[config.mk]
export PLATFORM = sky130hd
export DESIGN_NAME = image_pipe_arb_flat
export DESIGN_NICKNAME = d
export VERILOG_FILES = /design/src/rtl/image_pipe_arb_if.sv /design/src/rtl/image_pipe_arb.sv /design/src/flat_wrapper.sv
export SDC_FILE = /design/constraint.sdc
export NUM_CORES = 1
export LEC_CHECK = 0
export ABC_CLOCK_PERIOD_IN_PS = 2900
export CAP_MARGIN = 30
export CORE_MARGIN = 2
export CORE_UTILIZATION = 27
export CTS_CLUSTER_DIAMETER = 50
export DETAILED_ROUTE_END_ITERATION = 10
export PLACE_DENSITY = 0.82
export SLEW_MARGIN = 40
export SYNTH_ARGS = -nofsm -noshare
export SYNTH_HDL_FRONTEND = slang
export SYNTH_SLANG_ARGS = --single-unit
[constraint.sdc]
create_clock -name clk -period 2.9 [get_ports clk]
set_input_delay 0.29 -clock clk [delete_from_list [all_inputs] [get_ports clk]]
set_output_delay 0.29 -clock clk [all_outputs]
set_load 0.005 [all_outputs]
[src/rtl/image_pipe_arb_if.sv]
// Requester, result and pipe links of the two-requester image pipe arbiter.
// slave is the arbiter side, master is the environment side.
interface image_pipe_arb_if #(
  parameter int DW_IN  = 32,
  parameter int DW_OUT = 32
);
  logic [DW_IN-1:0]  s0_data_in;
  logic [DW_IN-1:0]  s1_data_in;
  logic              s0_valid_in;
  logic              s1_valid_in;
  logic              s0_end_in;
  logic              s1_end_in;
  logic              s0_busy_out;
  logic              s1_busy_out;
  logic [DW_OUT-1:0] r0_data_out;
  logic [DW_OUT-1:0] r1_data_out;
  logic              r0_valid_out;
  logic              r1_valid_out;
  logic              r0_end_out;
  logic              r1_end_out;
  logic              r0_busy_in;
  logic              r1_busy_in;
  logic [DW_IN-1:0]  p_data_out;
  logic              p_valid_out;
  logic              p_end_out;
  logic              p_busy_in;
  logic [DW_OUT-1:0] p_data_in;
  logic              p_valid_in;
  logic              p_end_in;
  logic              p_busy_out;
  logic              err;

  modport slave (
    input  s0_data_in, s1_data_in,
    input  s0_valid_in, s1_valid_in,
    input  s0_end_in, s1_end_in,
    output s0_busy_out, s1_busy_out,
    output r0_data_out, r1_data_out,
    output r0_valid_out, r1_valid_out,
    output r0_end_out, r1_end_out,
    input  r0_busy_in, r1_busy_in,
    output p_data_out, p_valid_out,
    output p_end_out,
    input  p_busy_in,
    input  p_data_in, p_valid_in,
    input  p_end_in,
    output p_busy_out,
    output err
  );

  modport master (
    output s0_data_in, s1_data_in,
    output s0_valid_in, s1_valid_in,
    output s0_end_in, s1_end_in,
    input  s0_busy_out, s1_busy_out,
    input  r0_data_out, r1_data_out,
    input  r0_valid_out, r1_valid_out,
    input  r0_end_out, r1_end_out,
    output r0_busy_in, r1_busy_in,
    input  p_data_out, p_valid_out,
    input  p_end_out,
    output p_busy_in,
    output p_data_in, p_valid_in,
    output p_end_in,
    input  p_busy_out,
    input  err
  );
endinterface

[src/rtl/image_pipe_arb.sv]
// Two-requester frame arbiter in front of a shared image pipe.
// A tag FIFO remembers frame owners so results route back in order.
module image_pipe_arb #(
  parameter int DW_IN     = 32,
  parameter int DW_OUT    = 32,
  parameter int TAG_DEPTH = 4
) (
  input logic            clk,
  input logic            rst_n,
  image_pipe_arb_if.slave bus
);
  localparam int AW = $clog2(TAG_DEPTH);
  localparam logic [AW:0] FULL = (AW+1)'(TAG_DEPTH);

  typedef enum logic {IDLE, BUSY} st_t;

  st_t                  st;
  logic                 owner;
  logic                 last;
  logic [TAG_DEPTH-1:0] tags;
  logic [AW-1:0]        wp;
  logic [AW-1:0]        rp;
  logic [AW:0]          cnt;
  logic                 err_q;

  logic busy_st;
  logic any_v;
  logic grant;
  logic nxt_owner;
  logic in_done;
  logic empty;
  logic head;
  logic pop;

  assign busy_st   = (st == BUSY);
  assign any_v     = bus.s0_valid_in | bus.s1_valid_in;
  assign grant     = !busy_st && any_v && (cnt < FULL);
  // On a tie the requester not served last wins.
  assign nxt_owner = (bus.s0_valid_in && bus.s1_valid_in)
                     ? ~last : bus.s1_valid_in;

  assign bus.p_data_out  = owner ? bus.s1_data_in : bus.s0_data_in;
  assign bus.p_end_out   = owner ? bus.s1_end_in : bus.s0_end_in;
  assign bus.p_valid_out = busy_st &
                           (owner ? bus.s1_valid_in : bus.s0_valid_in);

  assign bus.s0_busy_out = (busy_st && !owner) ? bus.p_busy_in : 1'b1;
  assign bus.s1_busy_out = (busy_st && owner) ? bus.p_busy_in : 1'b1;

  assign in_done = bus.p_valid_out & !bus.p_busy_in & bus.p_end_out;

  assign empty = (cnt == '0);
  assign head  = tags[rp];

  assign bus.p_busy_out   = empty |
                            (head ? bus.r1_busy_in : bus.r0_busy_in);
  assign bus.r0_valid_out = !empty & !head & bus.p_valid_in;
  assign bus.r1_valid_out = !empty & head & bus.p_valid_in;
  assign bus.r0_data_out  = bus.p_data_in;
  assign bus.r1_data_out  = bus.p_data_in;
  assign bus.r0_end_out   = bus.p_end_in;
  assign bus.r1_end_out   = bus.p_end_in;
  assign bus.err          = err_q;

  assign pop = bus.p_valid_in & !bus.p_busy_out & bus.p_end_in;

  always_ff @(posedge clk or negedge rst_n) begin
    if (!rst_n) begin
      st    <= IDLE;
      owner <= 1'b0;
      last  <= 1'b1;
      tags  <= '0;
      wp    <= '0;
      rp    <= '0;
      cnt   <= '0;
      err_q <= 1'b0;
    end else begin
      unique case (st)
        IDLE: begin
          if (grant) begin
            st       <= BUSY;
            owner    <= nxt_owner;
            tags[wp] <= nxt_owner;
            wp       <= wp + 1'b1;
          end
        end
        BUSY: begin
          if (in_done) begin
            st   <= IDLE;
            last <= owner;
          end
        end
        default: st <= IDLE;
      endcase
      if (pop) rp <= rp + 1'b1;
      cnt <= cnt + (AW+1)'(grant) - (AW+1)'(pop);
      if (empty && bus.p_valid_in) err_q <= 1'b1;
    end
  end
endmodule

[src/flat_wrapper.sv]
// flat-port wrapper written by rule: the top's interface ports become plain ports
module image_pipe_arb_flat 
#(
  parameter int DW_IN     = 32,
  parameter int DW_OUT    = 32,
  parameter int TAG_DEPTH = 4
)
  (clk, rst_n, bus_s0_data_in, bus_s1_data_in, bus_s0_valid_in, bus_s1_valid_in, bus_s0_end_in, bus_s1_end_in, bus_s0_busy_out, bus_s1_busy_out, bus_r0_data_out, bus_r1_data_out, bus_r0_valid_out, bus_r1_valid_out, bus_r0_end_out, bus_r1_end_out, bus_r0_busy_in, bus_r1_busy_in, bus_p_data_out, bus_p_valid_out, bus_p_end_out, bus_p_busy_in, bus_p_data_in, bus_p_valid_in, bus_p_end_in, bus_p_busy_out, bus_err);
  image_pipe_arb_if #(.DW_IN(DW_IN), .DW_OUT(DW_OUT)) bus_i ();
  input logic clk;
  input logic rst_n;
  input wire logic [$bits(bus_i.s0_data_in)-1:0] bus_s0_data_in;
  input wire logic [$bits(bus_i.s1_data_in)-1:0] bus_s1_data_in;
  input wire logic [$bits(bus_i.s0_valid_in)-1:0] bus_s0_valid_in;
  input wire logic [$bits(bus_i.s1_valid_in)-1:0] bus_s1_valid_in;
  input wire logic [$bits(bus_i.s0_end_in)-1:0] bus_s0_end_in;
  input wire logic [$bits(bus_i.s1_end_in)-1:0] bus_s1_end_in;
  output wire logic [$bits(bus_i.s0_busy_out)-1:0] bus_s0_busy_out;
  output wire logic [$bits(bus_i.s1_busy_out)-1:0] bus_s1_busy_out;
  output wire logic [$bits(bus_i.r0_data_out)-1:0] bus_r0_data_out;
  output wire logic [$bits(bus_i.r1_data_out)-1:0] bus_r1_data_out;
  output wire logic [$bits(bus_i.r0_valid_out)-1:0] bus_r0_valid_out;
  output wire logic [$bits(bus_i.r1_valid_out)-1:0] bus_r1_valid_out;
  output wire logic [$bits(bus_i.r0_end_out)-1:0] bus_r0_end_out;
  output wire logic [$bits(bus_i.r1_end_out)-1:0] bus_r1_end_out;
  input wire logic [$bits(bus_i.r0_busy_in)-1:0] bus_r0_busy_in;
  input wire logic [$bits(bus_i.r1_busy_in)-1:0] bus_r1_busy_in;
  output wire logic [$bits(bus_i.p_data_out)-1:0] bus_p_data_out;
  output wire logic [$bits(bus_i.p_valid_out)-1:0] bus_p_valid_out;
  output wire logic [$bits(bus_i.p_end_out)-1:0] bus_p_end_out;
  input wire logic [$bits(bus_i.p_busy_in)-1:0] bus_p_busy_in;
  input wire logic [$bits(bus_i.p_data_in)-1:0] bus_p_data_in;
  input wire logic [$bits(bus_i.p_valid_in)-1:0] bus_p_valid_in;
  input wire logic [$bits(bus_i.p_end_in)-1:0] bus_p_end_in;
  output wire logic [$bits(bus_i.p_busy_out)-1:0] bus_p_busy_out;
  output wire logic [$bits(bus_i.err)-1:0] bus_err;
  assign bus_i.s0_data_in = bus_s0_data_in;
  assign bus_i.s1_data_in = bus_s1_data_in;
  assign bus_i.s0_valid_in = bus_s0_valid_in;
  assign bus_i.s1_valid_in = bus_s1_valid_in;
  assign bus_i.s0_end_in = bus_s0_end_in;
  assign bus_i.s1_end_in = bus_s1_end_in;
  assign bus_s0_busy_out = bus_i.s0_busy_out;
  assign bus_s1_busy_out = bus_i.s1_busy_out;
  assign bus_r0_data_out = bus_i.r0_data_out;
  assign bus_r1_data_out = bus_i.r1_data_out;
  assign bus_r0_valid_out = bus_i.r0_valid_out;
  assign bus_r1_valid_out = bus_i.r1_valid_out;
  assign bus_r0_end_out = bus_i.r0_end_out;
  assign bus_r1_end_out = bus_i.r1_end_out;
  assign bus_i.r0_busy_in = bus_r0_busy_in;
  assign bus_i.r1_busy_in = bus_r1_busy_in;
  assign bus_p_data_out = bus_i.p_data_out;
  assign bus_p_valid_out = bus_i.p_valid_out;
  assign bus_p_end_out = bus_i.p_end_out;
  assign bus_i.p_busy_in = bus_p_busy_in;
  assign bus_i.p_data_in = bus_p_data_in;
  assign bus_i.p_valid_in = bus_p_valid_in;
  assign bus_i.p_end_in = bus_p_end_in;
  assign bus_p_busy_out = bus_i.p_busy_out;
  assign bus_err = bus_i.err;
  image_pipe_arb #(.DW_IN(DW_IN), .DW_OUT(DW_OUT), .TAG_DEPTH(TAG_DEPTH)) u_core (.clk(clk), .rst_n(rst_n), .bus(bus_i));
endmodule
---- Yosys cells after proc, flatten, opt, wreduce, memory -nomap -nowiden ----
Index checks and enable logic that the tools add are counted.
storage, ports and cells
  flip-flop bits (word level) ............. 15
  bits in latches ......................... 0
  RAM bits ................................ 0
  memory bits (read-only) ................. 0
  input port bits ......................... 107
  output and inout port bits .............. 106
  word-level logic and storage cells ...... 60
  memories ................................ 0
operators by class
  add/sub/neg operators ................... 4
  $mul .................................... 0
  divide/modulo/power cells ............... 0
  magnitude comparators ................... 4
  eq/ne operators ......................... 0
  shifts and indexed selects .............. 0
  mux-type cells .......................... 15
  bitwise gates (word level) .............. 13
  reduce and logical (&&, ||, !) cells .... 16
operators by type and width
  cell                                                         number
  two-way mux 32 bit                                           1
  two-way mux 1 bit                                            10
  bitwise AND 1 bit                                            9
  logical AND 1 bit                                            7
  zero test 1 bit                                              6
  less-than comparator 2 x 3 -> 1 bit (second input constant)  2
  adder 2 x 1 -> 2 bit (second input constant)                 2
  bitwise mux 4 bit                                            1
  AND reduction 2 bit                                          2
  adder 3 x 1 -> 3 bit                                         1
  zero test 3 bit                                              1
  less-than comparator 3 bit (second input constant)           1
  subtractor 3 x 1 -> 3 bit                                    1
  binary-select mux 1 bit (select 2 bit)                       1
  demux 1 bit (select 2 bit)                                   1
  >= comparator 2 x 1 -> 1 bit (second input constant)         1
  NOT 1 bit                                                    2
  bitwise OR 1 bit                                             2
  case mux 1 bit (2 select lines)                              1

---- Depth between registers and ports, before layout ----
  depth in word-level cells ............... 8
  mapped depth ............................ 10
  depth with buffers taken out ............ 10

---- Worst setup path before layout ----
No wires, ideal clock.
  kind .................................... register to register
  start ................................... register u_core.rp[1]
  end ..................................... register u_core.cnt[2]
  library setup time ...................... 0.126 ns
  arrival time ............................ 2.275 ns
  data required time ...................... 2.774 ns
  setup slack ............................. 0.498 ns
  stages on the path, launching flop included .. 11
  buffers on the path ..................... 0
  period minus slack after synthesis ...... 2.402 ns
  path through ............................ dfrtp_1 > mux2_2 > mux2i_2 > mux2i_1 > and2_1 > ha_1 > inv_1 > ha_1 > fa_1 > xor2_1 > xnor2_1
on the way
  longest elaborated chain between the ends .. 8
ends and longest elaborated chain
  what                                     RTL line              text
  start: declaration                       image_pipe_arb.sv:22  logic [AW-1:0] rp;
  start signal: assignment                 image_pipe_arb.sv:95  if (pop) rp <= rp + 1'b1;
  binary-select mux 1 bit (select 2 bit)   image_pipe_arb.sv:53  assign head = tags[rp];
  two-way mux 1 bit (not written as such)  image_pipe_arb.sv:53
  two-way mux 1 bit                        image_pipe_arb.sv:56  (head ? bus.r1_busy_in : bus.r0_busy_in);
  bitwise OR 1 bit                         image_pipe_arb.sv:55  assign bus.p_busy_out = empty |
  zero test 1 bit                          image_pipe_arb.sv:65  assign pop = bus.p_valid_in & !bus.p_busy_out & bus.p_end_in;
  bitwise AND 1 bit (2 in series)          image_pipe_arb.sv:65
  via u_core.pop                           image_pipe_arb.sv:33  logic pop;
  subtractor 3 x 1 -> 3 bit                image_pipe_arb.sv:96  cnt <= cnt + (AW+1)'(grant) - (AW+1)'(pop);
  end signal: assignment                   image_pipe_arb.sv:96
  end: declaration                         image_pipe_arb.sv:23  logic [AW:0] cnt;
The timed path passes the listed nets, and every way through them passes these cells. The select of a mux whose other input is x is not followed.
A chain may end at the register's enable or synchronous reset.

---- Final worst setup path ----
Ends and elaborated chain as after synthesis.

==> flow_summary.toml <==
[run_status]
outcome = "complete, no violations"

[setup_path]
required_ns = 3.04
cp-end-kind = "flop"
arrival_ns = 2.73
crit_type = "flop to flop"
crit_path_start_kind = "flop"
crit_fanout = 3

[routing]
drcViolationCount = 0
drt_pass1_iterations = 4
postRouteAntennaNets = 0
drt_wl_total_um = 5280
vias = 1354
via_per_inst = 4.37
first_iter_violations = 5
wl_per_cell_um = 17.0

[layout]
design_area_um2 = 2550
diodes = 0
final_net_count = 348
stdcell_count = 310
layout-drive-gt1-share_pct = 21.9
area_delta_synth_final_pct = 45.1

[global_routing]
overflow = 0
grt_use_total_pct = 14.3
grt_pass1_wl_um = 7920
antenna_found_initial = 0
grt_pass1_vias = 1526
grt_max_degree = 23

[synthesis]
yosys.area.top_type = "buf_4"
ys_types = 33
synth_seq_area_share_pct = 21.5
synth.area.top_cells = "buf_4, mux2_2, dfrtp_1"
syn_nets = 296
synth_common_cells = "buf_4, mux2_2, dfrtp_1, inv_1, nand2_1"
synth-async-reset-ratio_pct = 100
synth_warnings = 0
syn-instance-count = 182
syn_avg_cell_area_um2 = 9.65
synth_seq_cells = 15
netlist.area_leader.share_pct = 28.2
synth_flop_cell = "dfrtp_1"
synth_enable_flop_cells = 0
synth_area_um2 = 1760
yosysMostFrequentCell = "buf_4"

[pwr]
leakage_nw = 1.04
ir_drop_v = 0.000344
power_density_nw_per_um2 = 713

[worst_hold_path]
hold_path_class = "primary input to async pin"

[clock_network]
cts_tree = "done"
ctsLongestPathBuffers = 2
root_buffer = "clkbuf_8"
post_cts_resized = 0
clkSinkCount = 15
htreeDepth = 1
postCtsHoldBufs = 0
postCtsSetupBuffers = 0
cts.reportedPaths.clkPinSlew_ns = 0.06
cts_buffers = 3
clock_latency_ns = 0.26

[floorplanning]
dieHeight_um = 84.6
initial_utilization_pct = 27.8
dieArea_um2 = 7160
rows = 29
core_area_um2 = 6310
ios = 213
die_x_um = 84.6

[timing]
hold_viol_final = 0
fin_crit_ns = 2.59
maxSlewHeadroom_pct = 53.0
rsz0062_at_grt = "no"
fin_setup_tns_ns = 0
setup_viol = 0
final.setup_skew_ns = 0.00554
whs_ns = 0.455
slew_viol_final = 0
max_freq_mhz = 386
period_share_pct = 89.3
fin_ws_ns = 0.310
tightest_slew_ns = 0.703

[placed_design]
dp.cells = 306
dpl_worst_slack_ns = 0.292
io_buffers = 116
place_area_um2 = 2500
hpwlAfterDp_um = 4580
gp_congestion = 0.696

[flow_run]
cap_viol_max_count = 0
-- critical path, cell delays in order, from the launching register on --
cell and delay (ns):
dfrtp_1 0.39, mux2_2 0.38, mux2i_2 0.23, mux2i_1 0.13
and2_1 0.16, ha_1 0.27, inv_1 0.04, ha_1 0.19
fa_1 0.39, xor2_1 0.17, xnor2_1 0.13
-- where the power goes --
part           leakage [nW]  internal, mW  switching, mW
sequential            0.176         0.320         0.0906
combinational         0.834         0.783          0.447
clock                0.0255        0.0955         0.0798
total                  1.04          1.20          0.617
-- cell usage in the layout, fill, tap and decap left out, types with 2 or more instances in the layout --
cell type,count
and3_4,2
buf_4,2
clkbuf_8,3
clkdlybuf4s50_1,116
dfrtp_1,14
ha_1,6
inv_1,11
mux2_2,37
mux2i_1,4
nand2_1,8
nand3_1,2
nor2_1,3
o21bai_1,2
xnor2_1,2
xor2_1,2
-- worst paths after layout --
path / cells after the start / from / to / slack, ns
min in group clk: 1 / u_core.bus.err / u_core.bus.err / 0.48
worst min-delay path: 1 / rst_n / u_core.wp[1] / 0.46
worst max register to register: 10 / u_core.rp[1] / u_core.cnt[2] / 0.31
max in group asynchronous: 1 / rst_n / u_core.tags[0] / 2.00
worst min register to register: 1 / u_core.bus.err / u_core.bus.err / 0.48
worst max-delay path: 10 / u_core.rp[1] / u_core.cnt[2] / 0.31
-- state kept, by name, indices dropped and copies added, names as in the netlist --
register        count
u_core.tags         4
u_core.cnt          3
u_core.rp           2
u_core.wp           2
u_core.bus.err      1
u_core.busy_st      1
u_core.last         1
u_core.owner        1
-- area by class of cell --
cell class / count / area, um2
Timing Repair Buffer: 118 / 1180
Clock inverter: 1 / 5.00
Clock buffer: 3 / 41.3
Multi-Input combinational cell: 85 / 811
Fill cell: 633 / 3770
Sequential cell: 15 / 377
Tap cell: 77 / 96.3
Inverter: 11 / 41.3
-- routing by layer --
metal  wire (um)  vias to the layer above  global-route usage (%)
met5           0                        -                       0
met1        1700                      601                    13.6
met2        2590                      103                    24.9
met4         154                        0                    6.06
met3         829                       18                    8.55
li1            -                      632                       -
-- through the flow --
step	power, mW	utilization (%)
after floorplan	1.14	-
after global placement	1.63	39.6
after detailed placement	1.66	39.6
after CTS	1.85	40.3
after global routing	1.96	40.3
final	1.82	40.3
-- cells by family after synthesis --
logic type,count (synthesis),share of synthesized area (%)
adders and majority gates,7,5.42
AOI/OAI and AO/OA,9,3.49
xor gates and xnor gates,4,2.00
and+or+nand+nor,22,7.63
buffers and inverters,82,32.4
muxes,43,27.7
DFF,15,21.5
Note: power is estimated with default switching activity, not from simulation.
